## config.mk

```make
export PLATFORM = sky130hd
export DESIGN_NAME = vehicle_sensor_conditioner
export DESIGN_NICKNAME = d
export VERILOG_FILES = /design/src/rtl/vehicle_sensor_conditioner.sv
export SDC_FILE = /design/constraint.sdc
export NUM_CORES = 1
export LEC_CHECK = 0
export ABC_AREA = 1
export BUFFER_PORTS_ARGS = -buffer_cell sky130_fd_sc_hd__buf_2
export CAP_MARGIN = 10
export CORE_UTILIZATION = 56
export DETAILED_ROUTE_END_ITERATION = 8
export MAX_ROUTING_LAYER = met4
export PLACE_DENSITY = 0.76
export SLEW_MARGIN = 40
export SYNTH_ARGS = -nofsm -noshare
export SYNTH_HDL_FRONTEND = slang
export SYNTH_SLANG_ARGS = --single-unit
export TNS_END_PERCENT = 100
```

## constraint.sdc

```tcl
create_clock -name clk -period 1.6 [get_ports clk]
set_input_delay 0.32 -clock clk [delete_from_list [all_inputs] [get_ports clk]]
set_output_delay 0.32 -clock clk [all_outputs]
set_load 0.01 [all_outputs]
```

## src/rtl/vehicle_sensor_conditioner.sv

```systemverilog
// Loop-detector conditioning for the two-road traffic light controller.
// Each road gets a 2-flop synchronizer, debounce on assertion, hold-off on release and a stuck-detector fault.

module vsc_channel #(
    parameter int DEBOUNCE_CYCLES = 4,
    parameter int HOLD_CYCLES     = 8,
    parameter int STUCK_CYCLES    = 64
) (
    input  logic clk,
    input  logic rst_n,
    input  logic raw_i,
    output logic sensor_o,
    output logic fault_o
);
    localparam int MAX_DH = (DEBOUNCE_CYCLES > HOLD_CYCLES) ? DEBOUNCE_CYCLES : HOLD_CYCLES;
    localparam int MAX_C  = (MAX_DH > STUCK_CYCLES) ? MAX_DH : STUCK_CYCLES;
    localparam int CW     = $clog2(MAX_C + 1);

    localparam logic [CW-1:0] ONE        = CW'(1);
    localparam logic [CW-1:0] DEB_LAST   = CW'(DEBOUNCE_CYCLES - 1);
    localparam logic [CW-1:0] HOLD_LAST  = CW'(HOLD_CYCLES - 1);
    localparam logic [CW-1:0] STUCK_LAST = CW'(STUCK_CYCLES - 1);

    typedef enum logic [2:0] {
        IDLE    = 3'd0,
        QUAL    = 3'd1,
        PRESENT = 3'd2,
        HOLD    = 3'd3,
        FAULT   = 3'd4
    } state_e;

    logic          sync1_q, sync2_q;
    state_e        state_q, state_d;
    logic [CW-1:0] cnt_q, cnt_d;
    logic [CW-1:0] scnt_q, scnt_d;
    logic          sensor_q, fault_q;

    // NOTE: every clocked register uses <= so all flops sample pre-edge values together.
    always_ff @(posedge clk or negedge rst_n) begin
        if (!rst_n) begin
            sync1_q <= 1'b0;
            sync2_q <= 1'b0;
        end else begin
            sync1_q <= raw_i;
            sync2_q <= sync1_q;
        end
    end

    always_comb begin
        // NOTE: defaults first so every path assigns every output and no latch is inferred.
        state_d = state_q;
        cnt_d   = cnt_q;
        scnt_d  = scnt_q;
        unique case (state_q)
            IDLE: begin
                if (sync2_q) begin
                    state_d = QUAL;
                    cnt_d   = ONE;
                end
            end
            QUAL: begin
                if (!sync2_q) begin
                    state_d = IDLE;
                end else if (cnt_q == DEB_LAST) begin
                    state_d = PRESENT;
                    scnt_d  = '0;
                end else begin
                    cnt_d = cnt_q + ONE;
                end
            end
            PRESENT: begin
                if (!sync2_q) begin
                    state_d = HOLD;
                    cnt_d   = ONE;
                end else if (scnt_q == STUCK_LAST) begin
                    state_d = FAULT;
                    cnt_d   = '0;
                end else begin
                    scnt_d = scnt_q + ONE;
                end
            end
            HOLD: begin
                if (sync2_q) begin
                    state_d = PRESENT;
                    scnt_d  = '0;
                end else if (cnt_q == HOLD_LAST) begin
                    state_d = IDLE;
                end else begin
                    cnt_d = cnt_q + ONE;
                end
            end
            FAULT: begin
                if (sync2_q) begin
                    cnt_d = '0;
                end else if (cnt_q == DEB_LAST) begin
                    state_d = IDLE;
                end else begin
                    cnt_d = cnt_q + ONE;
                end
            end
            default: begin
                state_d = IDLE;
                cnt_d   = '0;
                scnt_d  = '0;
            end
        endcase
    end

    // Outputs decode the next state so they change on the same edge as the state itself.
    always_ff @(posedge clk or negedge rst_n) begin
        if (!rst_n) begin
            state_q  <= IDLE;
            cnt_q    <= '0;
            scnt_q   <= '0;
            sensor_q <= 1'b0;
            fault_q  <= 1'b0;
        end else begin
            state_q  <= state_d;
            cnt_q    <= cnt_d;
            scnt_q   <= scnt_d;
            sensor_q <= (state_d == PRESENT) || (state_d == HOLD) || (state_d == FAULT);
            fault_q  <= (state_d == FAULT);
        end
    end

    assign sensor_o = sensor_q;
    assign fault_o  = fault_q;
endmodule

module vehicle_sensor_conditioner #(
    parameter int DEBOUNCE_CYCLES = 4,
    parameter int HOLD_CYCLES     = 8,
    parameter int STUCK_CYCLES    = 64
) (
    input  logic clk,
    input  logic rst_n,
    input  logic rawA,
    input  logic rawB,
    output logic sensorA,
    output logic sensorB,
    output logic faultA,
    output logic faultB
);
    vsc_channel #(
        .DEBOUNCE_CYCLES(DEBOUNCE_CYCLES),
        .HOLD_CYCLES    (HOLD_CYCLES),
        .STUCK_CYCLES   (STUCK_CYCLES)
    ) u_chan_a (
        .clk     (clk),
        .rst_n   (rst_n),
        .raw_i   (rawA),
        .sensor_o(sensorA),
        .fault_o (faultA)
    );

    vsc_channel #(
        .DEBOUNCE_CYCLES(DEBOUNCE_CYCLES),
        .HOLD_CYCLES    (HOLD_CYCLES),
        .STUCK_CYCLES   (STUCK_CYCLES)
    ) u_chan_b (
        .clk     (clk),
        .rst_n   (rst_n),
        .raw_i   (rawB),
        .sensor_o(sensorB),
        .fault_o (faultB)
    );
endmodule

```

==> flow_metrics.tcl, run 1 <==
set metrics [dict create \
    final_util_pct 68.4 \
    synth.avg_cell_area_sq_um 6.98 \
    maxSlewHeadroom_pct 66.7 \
    ys.flop_type "dfrtp_1" \
    grt_pass1_vias 2151 \
    crit_family "simple AND/OR/NAND/NOR gates" \
    layout_common_cells "nand2_1 (122), dfrtp_1 (42), inv_1 (41), nand3_1 (41), nor2_1 (29)" \
    htreeDepth 2 \
    yosysWarningCount 0 \
    syn_area_sq_um 2560 \
    worstPathArrival_ns 1.69 \
    crit_buf_inv 1 \
    antenna_left 0 \
    power.leakage_nw 1.60 \
    highest-signal-layer "met4" \
    overflow 0 \
    cts_tree "yes" \
    hold_path_class "in2reg" \
    synthToLayoutAreaGrowth_pct 17.1 \
    grtUsageTotal_pct 24.4 \
    antenna_found_initial 0 \
    status "finished clean" \
    period_needed_ns 1.50 \
    gp_congestion 0.941 \
    finalNonFillerCells 456 \
    wire_per_inst_microns 11.7 \
    clk_path_buf_depth 2 \
    tightest_slew_ns 0.500 \
    finalCritPeriodShare_pct 93.7 \
    grt_pass1_wl_mm 9.21 \
    met3_length_microns 184 \
    grt_max_degree 24 \
    cp_slowest_cell "dfrtp_1" \
    met2_wirelength_mm 2.48 \
    dp_slack_ns 0.00128 \
    dpl.cell_count 441 \
    rows 24 \
    num_vias 2371 \
    ys_seq_elements 42 \
    cp_max_fo 5 \
    drt_iter0_drc 116 \
    numCtsBuffers 5 \
    syn-num-nets 375 \
    synth_edf_count 0 \
    met1Wirelength_mm 2.60 \
    seq_area_frac_synth_pct 41.0 \
    vias_per_cell 5.20 \
    skew_ns 0.00471 \
    drc_errors 0 \
    cap_violations 0 \
    fmax_mhz 667 \
    finalNetCount 411 \
    fp.coreArea_sq_um 4380 \
    fp.dieArea_sq_um 4850 \
    required_ns 1.79 \
    die_y_microns 69.6 \
    critical_path_class "reg2reg" \
    clock_latency_ns 0.30 \
    synth.distinct_cells 27 \
    final_common_cell "nand2_1" \
    fin_ws_ns 0.101 \
    irDropWorstVdd_mv 0.710 \
    start_util_pct 58.4 \
    syn_inst 367 \
    cp-start-kind "flip-flop" \
    setup_viol 0 \
    power_density_nw_per_um2 1290 \
    path_clk_slew_ns 0.08 \
    crit_path_end_kind "flip-flop" \
    hold_viol_final 0 \
    place.port_buffers 7 \
    cts_sinks 42 \
    crit_chain "ha_2 -> nand2_1 -> nor2_4 -> nand2_2 -> nor2_2 -> nor2_4 -> buf_4 -> nand2_1 -> o21ai_0" \
    finalWirelength_mm 5.35 \
    dp_hpwl_mm 3.82 \
    async_flop_share_pct 100 \
    insertedDiodeCount 0 \
    cp_slowest_stage_delay_ns 0.38 \
    drive_above_1_share_pct 20.5 \
    cts_root_buf "clkbuf_8" \
    io_pins 8 \
    drv_slew 0 \
    die_x_microns 69.6 \
    dr.pass1.iters 4 \
]
state kept, by name (all words and copies together) (netlist names):
signal             cells
u_chan_a.sensor_o      1
u_chan_a.sync1_q       1
u_chan_a.sync2_q       1
u_chan_a.scnt_q        7
u_chan_b.sync1_q       1
u_chan_a.fault_o       1
u_chan_b.scnt_q        7
u_chan_a.state_q       3
u_chan_b.cnt_q         7
u_chan_b.state_q       3
u_chan_b.fault_o       1
u_chan_a.cnt_q         7
u_chan_b.sensor_o      1
u_chan_b.sync2_q       1
what timing repair did:
item	CTS	global route
hold endpoints to repair	21	0
endpoints found under the setup margin	2	31
buffers inserted	0	6
pin swaps	0	5
resized for setup	2	25
hold buffers	1	0
gates cloned	0	0
path summary, 6_finish.rpt:
path | endpoint | depth (start not counted) | slack (ns) | start
worst max register to register | u_chan_b.scnt_q[3]$_DFFE_PN0P_ | 9 | 0.10 | u_chan_b.scnt_q[1]$_DFFE_PN0P_
min in group asynchronous | u_chan_a.cnt_q[3]$_DFFE_PN0P_ | 2 | 0.51 | rst_n
worst min-delay path | u_chan_a.sync1_q$_DFF_PN0_ | 1 | 0.12 | rawA
max in group asynchronous | u_chan_a.sync2_q$_DFF_PN0_ | 3 | 0.54 | rst_n
worst min register to register | u_chan_a.sync2_q$_DFF_PN0_ | 0 | 0.35 | u_chan_a.sync1_q$_DFF_PN0_
worst max-delay path | u_chan_b.scnt_q[3]$_DFFE_PN0P_ | 9 | 0.10 | u_chan_b.scnt_q[1]$_DFFE_PN0P_
metal layers:
layer / vias to the layer above / global-route usage, %
met4: 0 / 10.4
met2: 39 / 36.1
met1: 1080 / 32.9
li1: 1242 / -
met3: 10 / 4.80
met5: - / -
logic make-up (layout without fill, tap and decap cells):
family	count (synthesis)	after routing	synth area share [%]
simple gates	232	232	40.4
compound gates	33	33	7.52
flops	42	42	41.0
xor+xnor	4	4	1.37
buf+inv	52	89	7.76
fa+ha+maj	4	4	1.95
cell usage after synthesis, types with 2 or more instances:
master | number | share of area [%]
a21oi_1 | 6 | 1.2
a31oi_1 | 2 | 0.49
dfrtp_1 | 42 | 41
ha_1 | 4 | 2.0
inv_1 | 42 | 6.2
inv_2 | 8 | 1.2
nand2_1 | 128 | 19
nand3_1 | 42 | 8.2
nand3_2 | 2 | 0.78
nand4_1 | 9 | 2.2
nor2_1 | 39 | 5.7
nor2_4 | 4 | 1.8
o21ai_0 | 10 | 2.0
o21ai_1 | 7 | 1.4
o21ai_2 | 3 | 1.0
o21bai_1 | 3 | 0.88
or2_2 | 3 | 0.73
xor2_1 | 4 | 1.4
stage by stage:
stage	hold WS [ns]	TNS, ns	cell area, sq um	total power [mW]
4_1_cts	0.113	0	2880	3.69
2_1_floorplan	0.0244	0	2560	2.50
3_5_place_dp	0.317	0	2780	2.97
3_3_place_gp	0.310	-0.00490	2780	2.94
5_1_grt	0.104	-0.248	3000	4.20
6_report	0.121	0	3000	3.86
report_power, final:
group | internal, mW | switching, mW
combinational | 0.650 | 1.09
sequential | 1.24 | 0.172
clock | 0.348 | 0.368
total | 2.24 | 1.63
area by class of cell:
type                       count  area, sq um
clock inverter                 1         5.00
inverter                      51          194
clock buffer                   7         86.3
timing repair buffer          30          210
multi-input combinational    273         1390
tap                           52         65.1
sequential                    42         1050
fill                         404         1380
Note: power is estimated with default switching activity, not from simulation.
==> run 2: changes to the inputs <==
Settings changed: RECOVER_POWER from default to 25.
==> run 2 against run 1 <==
  * Global-route usage is the same
  * Largest cell class unchanged
  * First-iteration DRC count is the same
  * Critical path depth is the same
  * Cell area is the same
  * Clock skew is the same
  * Highest routed layer unchanged
  * Sequential power is essentially flat
  * Maximum frequency is the same
  * Non-clock buffer count is the same
  * Setup slack is the same
  * Register-to-register slack is essentially flat
  * Worst hold slack is the same
==> flow_metrics.tcl, run 2 (synthesis gave the netlist of run 1 again) <==
set metrics [dict create \
    cts_root_buf "clkbuf_8" \
    grt_max_degree 24 \
    period_needed_ns 1.50 \
    fmax_mhz 667 \
    dp_slack_ns 0.00128 \
    grt_pass1_vias 2151 \
    fp.coreArea_sq_um 4380 \
    power_density_nw_per_um2 1290 \
    cts_tree "yes" \
    regArea_sq_um 1050 \
    hold_viol_final 0 \
    setup_viol 0 \
    r2r_slack_ns 0.10 \
    tightest_slew_ns 0.554 \
    hold_path_class "in2reg" \
    gp_congestion 0.941 \
    drive_above_1_share_pct 20.5 \
    final_common_cell "nand2_1" \
    drv_slew 0 \
    rows 24 \
    status "finished clean" \
    critical_path_class "reg2reg" \
    fin_ws_ns 0.101 \
    cp_slowest_cell "dfrtp_1" \
    crit_path_end_kind "flip-flop" \
    hold_path_end "u_chan_a.sync1_q$_DFF_PN0_" \
    antenna_left 0 \
    r2r-end "u_chan_b.scnt_q[3]$_DFFE_PN0P_" \
    crit_chain "ha_2 -> nand2_1 -> nor2_4 -> nand2_2 -> nor2_2 -> nor2_4 -> buf_4 -> nand2_1 -> o21ai_0" \
    required_ns 1.79 \
    insertedDiodeCount 0 \
    clk_path_buf_depth 2 \
    min_from "rawA" \
    reg2regPathDepth 9 \
    place.port_buffers 7 \
    cap_violations 0 \
    maxSlewHeadroom_pct 63.1 \
    finalWirelength_mm 5.35 \
    skew_ns 0.00471 \
    cp_max_fo 5 \
    clock_latency_ns 0.30 \
    power.leakage_nw 1.60 \
    final_util_pct 68.4 \
    die_x_microns 69.6 \
    p_total_mw 3.86 \
    finalCritPeriodShare_pct 93.7 \
    crit_buf_inv 1 \
    irDropWorstVdd_mv 0.710 \
    layout_common_cells "nand2_1 (122), dfrtp_1 (42), inv_1 (41), nand3_1 (41), nor2_1 (29)" \
    drt_iter0_drc 116 \
    path_clk_slew_ns 0.08 \
    worstPathArrival_ns 1.69 \
    cp-start-kind "flip-flop" \
    fp.dieArea_sq_um 4850 \
    htreeDepth 2 \
    drc_errors 0 \
    cp_slowest_stage_delay_ns 0.38 \
    finalNetCount 411 \
    antenna_found_initial 0 \
    numCtsBuffers 5 \
    dr.pass1.iters 4 \
    die_y_microns 69.6 \
    min_path_cells 1 \
    grt_pass1_wl_mm 9.21 \
    dp_hpwl_mm 3.82 \
    crit_family "simple AND/OR/NAND/NOR gates" \
    num_vias 2370 \
    grtUsageTotal_pct 24.4 \
    n_fill_cell 404 \
    overflow 0 \
    io_pins 8 \
    r2r-start "u_chan_b.scnt_q[1]$_DFFE_PN0P_" \
    cts_sinks 42 \
    start_util_pct 58.4 \
    wire_per_inst_microns 11.7 \
    synthToLayoutAreaGrowth_pct 17.1 \
    multi_input_area_sq_um 1390 \
    vias_per_cell 5.20 \
]
[run 2: worst max path at each step]
stage	end	startpoint	slack [ns]	depth (start not counted)
6_report	u_chan_b.scnt_q[3]$_DFFE_PN0P_	u_chan_b.scnt_q[1]$_DFFE_PN0P_	0.10	9
5_1_grt	u_chan_b.cnt_q[4]$_DFFE_PN0P_	u_chan_b.scnt_q[1]$_DFFE_PN0P_	-0.05	10
4_1_cts	u_chan_b.cnt_q[3]$_DFFE_PN0P_	u_chan_b.scnt_q[1]$_DFFE_PN0P_	0.009	10
3_5_place_dp	u_chan_a.sensor_o$_DFF_PN0_	u_chan_a.scnt_q[1]$_DFFE_PN0P_	0.001	7
3_3_place_gp	u_chan_a.sensor_o$_DFF_PN0_	u_chan_a.scnt_q[1]$_DFFE_PN0P_	-0.005	7
2_1_floorplan	u_chan_a.scnt_q[0]$_DFFE_PN0P_	u_chan_a.cnt_q[0]$_DFFE_PN0P_	0.11	10
[run 2: area by class of cell]
type,instances,area share [%]
multi-input combinational,273,46.3
tap,52,2.17
sequential,42,35.0
clock inverter,1,0.167
clock buffer,7,2.88
timing repair buffer,30,7.01
inverter,51,6.46
[run 2: what timing repair did]
action,4_1_cts,5_1_grt
buffers inserted,0,6
pin swaps,0,5
setup endpoints to repair,2,31
hold buffers,1,0
hold endpoints to repair,21,0
resized for setup,2,25
[run 2: power by group]
part           switching [mW]  leakage, nW  internal [mW]
logic                    1.09        0.989          0.650
clock network           0.368       0.0482          0.348
registers               0.172        0.560           1.24
[run 2: worst register-to-register path, cell delays in order, from the launching register on]
cell and delay (ns):
dfrtp_1 0.38, ha_2 0.19, nand2_1 0.09, nor2_4 0.15
nand2_2 0.09, nor2_2 0.17, nor2_4 0.07, buf_4 0.14
nand2_1 0.04, o21ai_0 0.06
[run 2: per-stage QoR]
stage | instance area, sq um | TNS (ns) | hold WS, ns | instances
floorplan | 2560 | 0 | 0.0244 | 367
global placement | 2780 | -0.00490 | 0.310 | 441
finish | 3000 | 0 | 0.121 | 456
detailed placement | 2780 | 0 | 0.317 | 441
global route | 3000 | -0.248 | 0.104 | 456
CTS | 2880 | 0 | 0.113 | 450
[run 2: metal layers]
layer  vias to the layer above  track usage, %  part of all wire (%)
li1                       1242               -                     -
met1                      1079            32.9                    49
met2                        39            36.1                    46
met3                        10            4.80                   3.4
met4                         0            10.4                   1.7
met5                         -               -                     0
==> run 3: changes to the inputs <==
Settings changed: ABC_AREA 1 to default, CORE_UTILIZATION 56 to 55, PLACE_DENSITY 0.76 to 0.75.
==> run 3 against run 2 <==
  * The flow now finishes with violations (negative setup slack)
  * Via count rose by 7.6%
  * Non-clock buffer count rose by 62
  * Global-route usage rose by 6.2 points
  * Wire length rose by 45%
  * Flip-flop and latch count did not move
  * Cell count fell by 15%
  * Clock-buffer cell count fell by 2
  * Synthesized cell count fell by 33%
  * Area after synthesis fell by 5.8%
  * Critical path type unchanged
  * Largest cell class unchanged
  * Largest power group unchanged
  * Highest routed layer unchanged
==> flow_metrics.tcl, run 3 <==
set metrics [dict create \
    overflow 0 \
    hold_path_class "in2reg" \
    fp.coreArea_sq_um 4120 \
    start_util_pct 58.7 \
    irDropWorstVdd_mv 0.892 \
    cts_tree "yes" \
    status "complete, but fails checks" \
    final_common_cell "buf_4" \
    synth_top_area_share_pct 43.5 \
    finalCritPeriodShare_pct 126 \
    required_ns 1.77 \
    whs_ns 0.134 \
    grt_max_degree 32 \
    setup_viol 38 \
    place.port_buffers 7 \
    htreeDepth 2 \
    hold_viol_final 0 \
    grtUsageTotal_pct 30.6 \
    hold_path_end "u_chan_b.sync1_q$_DFF_PN0_" \
    cap_violations 0 \
    dp_hpwl_mm 4.29 \
    vias_per_cell 6.56 \
    drc_errors 0 \
    path_clk_slew_ns 0.08 \
    cts_sinks 42 \
    crit_path_end_kind "flip-flop" \
    worstPathArrival_ns 2.18 \
    fin_setup_tns_ns -9.46 \
    finalWirelength_mm 7.74 \
    num_vias 2551 \
    syn_inst 247 \
    synth.avg_cell_area_sq_um 9.77 \
    p_total_mw 4.96 \
    synth_common_cells "dfrtp_1 (42), nor2_1 (25), a21oi_1 (20)" \
    io_pins 8 \
    cp_max_fo 6 \
    maxSlewHeadroom_pct 50.0 \
    insertedDiodeCount 0 \
    power_density_nw_per_um2 1380 \
    min_from "rawB" \
    fmax_mhz 498 \
    syn-num-nets 255 \
    violations "negative setup slack" \
    r2r-end "u_chan_a.cnt_q[3]$_DFFE_PN0P_" \
    r2r_slack_ns -0.41 \
    ys_seq_elements 42 \
    rows 23 \
    gp_congestion 0.888 \
    min_path_cells 1 \
    synth.distinct_cells 54 \
    grt_pass1_vias 2236 \
    critical_path_class "reg2reg" \
    fin_ws_ns -0.409 \
    cts_root_buf "clkbuf_8" \
    finalNetCount 347 \
    ys.flop_type "dfrtp_1" \
    clk_path_buf_depth 2 \
    syn_area_sq_um 2410 \
    die_y_microns 68.2 \
    async_flop_share_pct 100 \
    yosysMostFrequentCell "dfrtp_1" \
    grt_pass1_wl_mm 10.2 \
    reg2regPathDepth 6 \
    n_fill_cell 191 \
    r2r-start "u_chan_a.cnt_q[0]$_DFFE_PN0P_" \
    wire_per_inst_microns 19.9 \
    fp.dieArea_sq_um 4660 \
    drt_iter0_drc 209 \
    drv_slew 0 \
    tightest_slew_ns 0.749 \
    skew_ns 0.0106 \
    clock_latency_ns 0.29 \
    seq_area_frac_synth_pct 43.5 \
    yosysTopAreaCell "dfrtp_1" \
    cp-start-kind "flip-flop" \
    drive_above_1_share_pct 46.9 \
    die_x_microns 68.2 \
    numCtsBuffers 5 \
    antenna_left 0 \
    antenna_found_initial 0 \
    power.leakage_nw 1.63 \
    yosysWarningCount 0 \
    synthToLayoutAreaGrowth_pct 48.7 \
    layout_common_cells "buf_4 (69), dfrtp_1 (42), nor2_1 (21)" \
    rsz0062_at_grt "yes" \
    period_needed_ns 2.01 \
    dr.pass1.iters 5 \
    synthTopCellsByArea "dfrtp_1 (44%), a22o_1 (5.8%), a21oi_1 (4.1%), nor2_1 (3.9%), o21ai_0 (3.1%)" \
    synth_edf_count 0 \
]
[run 3: final cells by class]
| type | instances | area, sq um | share of cell area (%) |
|---|---|---|---|
| multi-input combinational | 189 | 1610 | 45.0 |
| tap | 50 | 62.6 | 1.74 |
| clock inverter | 2 | 10.0 | 0.279 |
| inverter | 9 | 33.8 | 0.941 |
| sequential | 42 | 1050 | 29.3 |
| timing repair buffer | 92 | 748 | 20.9 |
| clock buffer | 5 | 68.8 | 1.92 |
[run 3: cells by family after synthesis]
logic type	after synthesis	share of synthesized area, %
and+or+nand+nor	90	20.7
AOI/OAI and AO/OA	87	27.5
DFF	42	43.5
buffers and inverters	17	3.42
xor gates and xnor gates	5	1.81
adders and majority gates	4	2.07
muxes	2	0.933
[run 3: how the worst max path moves through the flow]
stage | from | to | slack (ns) | depth (start not counted)
after global routing | u_chan_a.scnt_q[0]$_DFFE_PN0P_ | u_chan_a.cnt_q[5]$_DFFE_PN0P_ | -0.47 | 7
after CTS | u_chan_a.cnt_q[1]$_DFFE_PN0P_ | u_chan_a.cnt_q[3]$_DFFE_PN0P_ | -0.35 | 6
after detailed placement | u_chan_a.cnt_q[0]$_DFFE_PN0P_ | u_chan_a.cnt_q[3]$_DFFE_PN0P_ | -0.37 | 6
after floorplan | u_chan_a.cnt_q[0]$_DFFE_PN0P_ | u_chan_a.cnt_q[1]$_DFFE_PN0P_ | -0.41 | 6
final | u_chan_a.cnt_q[0]$_DFFE_PN0P_ | u_chan_a.cnt_q[3]$_DFFE_PN0P_ | -0.41 | 6
after global placement | u_chan_a.cnt_q[1]$_DFFE_PN0P_ | u_chan_a.cnt_q[1]$_DFFE_PN0P_ | -0.34 | 6
[run 3: metrics by stage]
step / utilization, % / std cells / instance area [sq um] / setup WS [ns]
final: 87.2 / 389 / 3590 / -0.409
after global routing: 87.2 / 389 / 3590 / -0.474
after CTS: 82.1 / 382 / 3380 / -0.352
after detailed placement: 73.9 / 364 / 3040 / -0.373
after global placement: 73.9 / 364 / 3040 / -0.344
after floorplan: - / 247 / 2450 / -0.414
[run 3: routing by layer]
metal	vias to the layer above	GRT usage [%]	routed length, microns
met5	-	-	0
met4	0	8.59	251
met3	34	5.50	451
met2	129	51.1	3780
met1	1266	37.8	3260
li1	1122	-	-
[run 3: where the power goes]
part / switching [mW] / total [mW] / internal, mW
clock network: 0.370 / 0.664 / 0.294
registers: 0.229 / 1.48 / 1.25
logic: 1.46 / 2.82 / 1.36
total: 2.06 / 4.96 / 2.91
[run 3: repair_timing]
action	4_1_cts	5_1_grt
endpoints found under the setup margin	33	38
pin swaps	23	17
hold buffers	1	0
cloned	1	0
gates resized for setup	31	37
endpoints found under the hold margin	11	0
setup buffers	9	8
[run 3: critical path, stage by stage, from the launching register on]
cell,delay [ns]
dfrtp_1,0.37
ha_2,0.18
or4b_4,0.50
o311ai_4,0.27
o311ai_4,0.17
nor2b_4,0.18
a22o_1,0.23
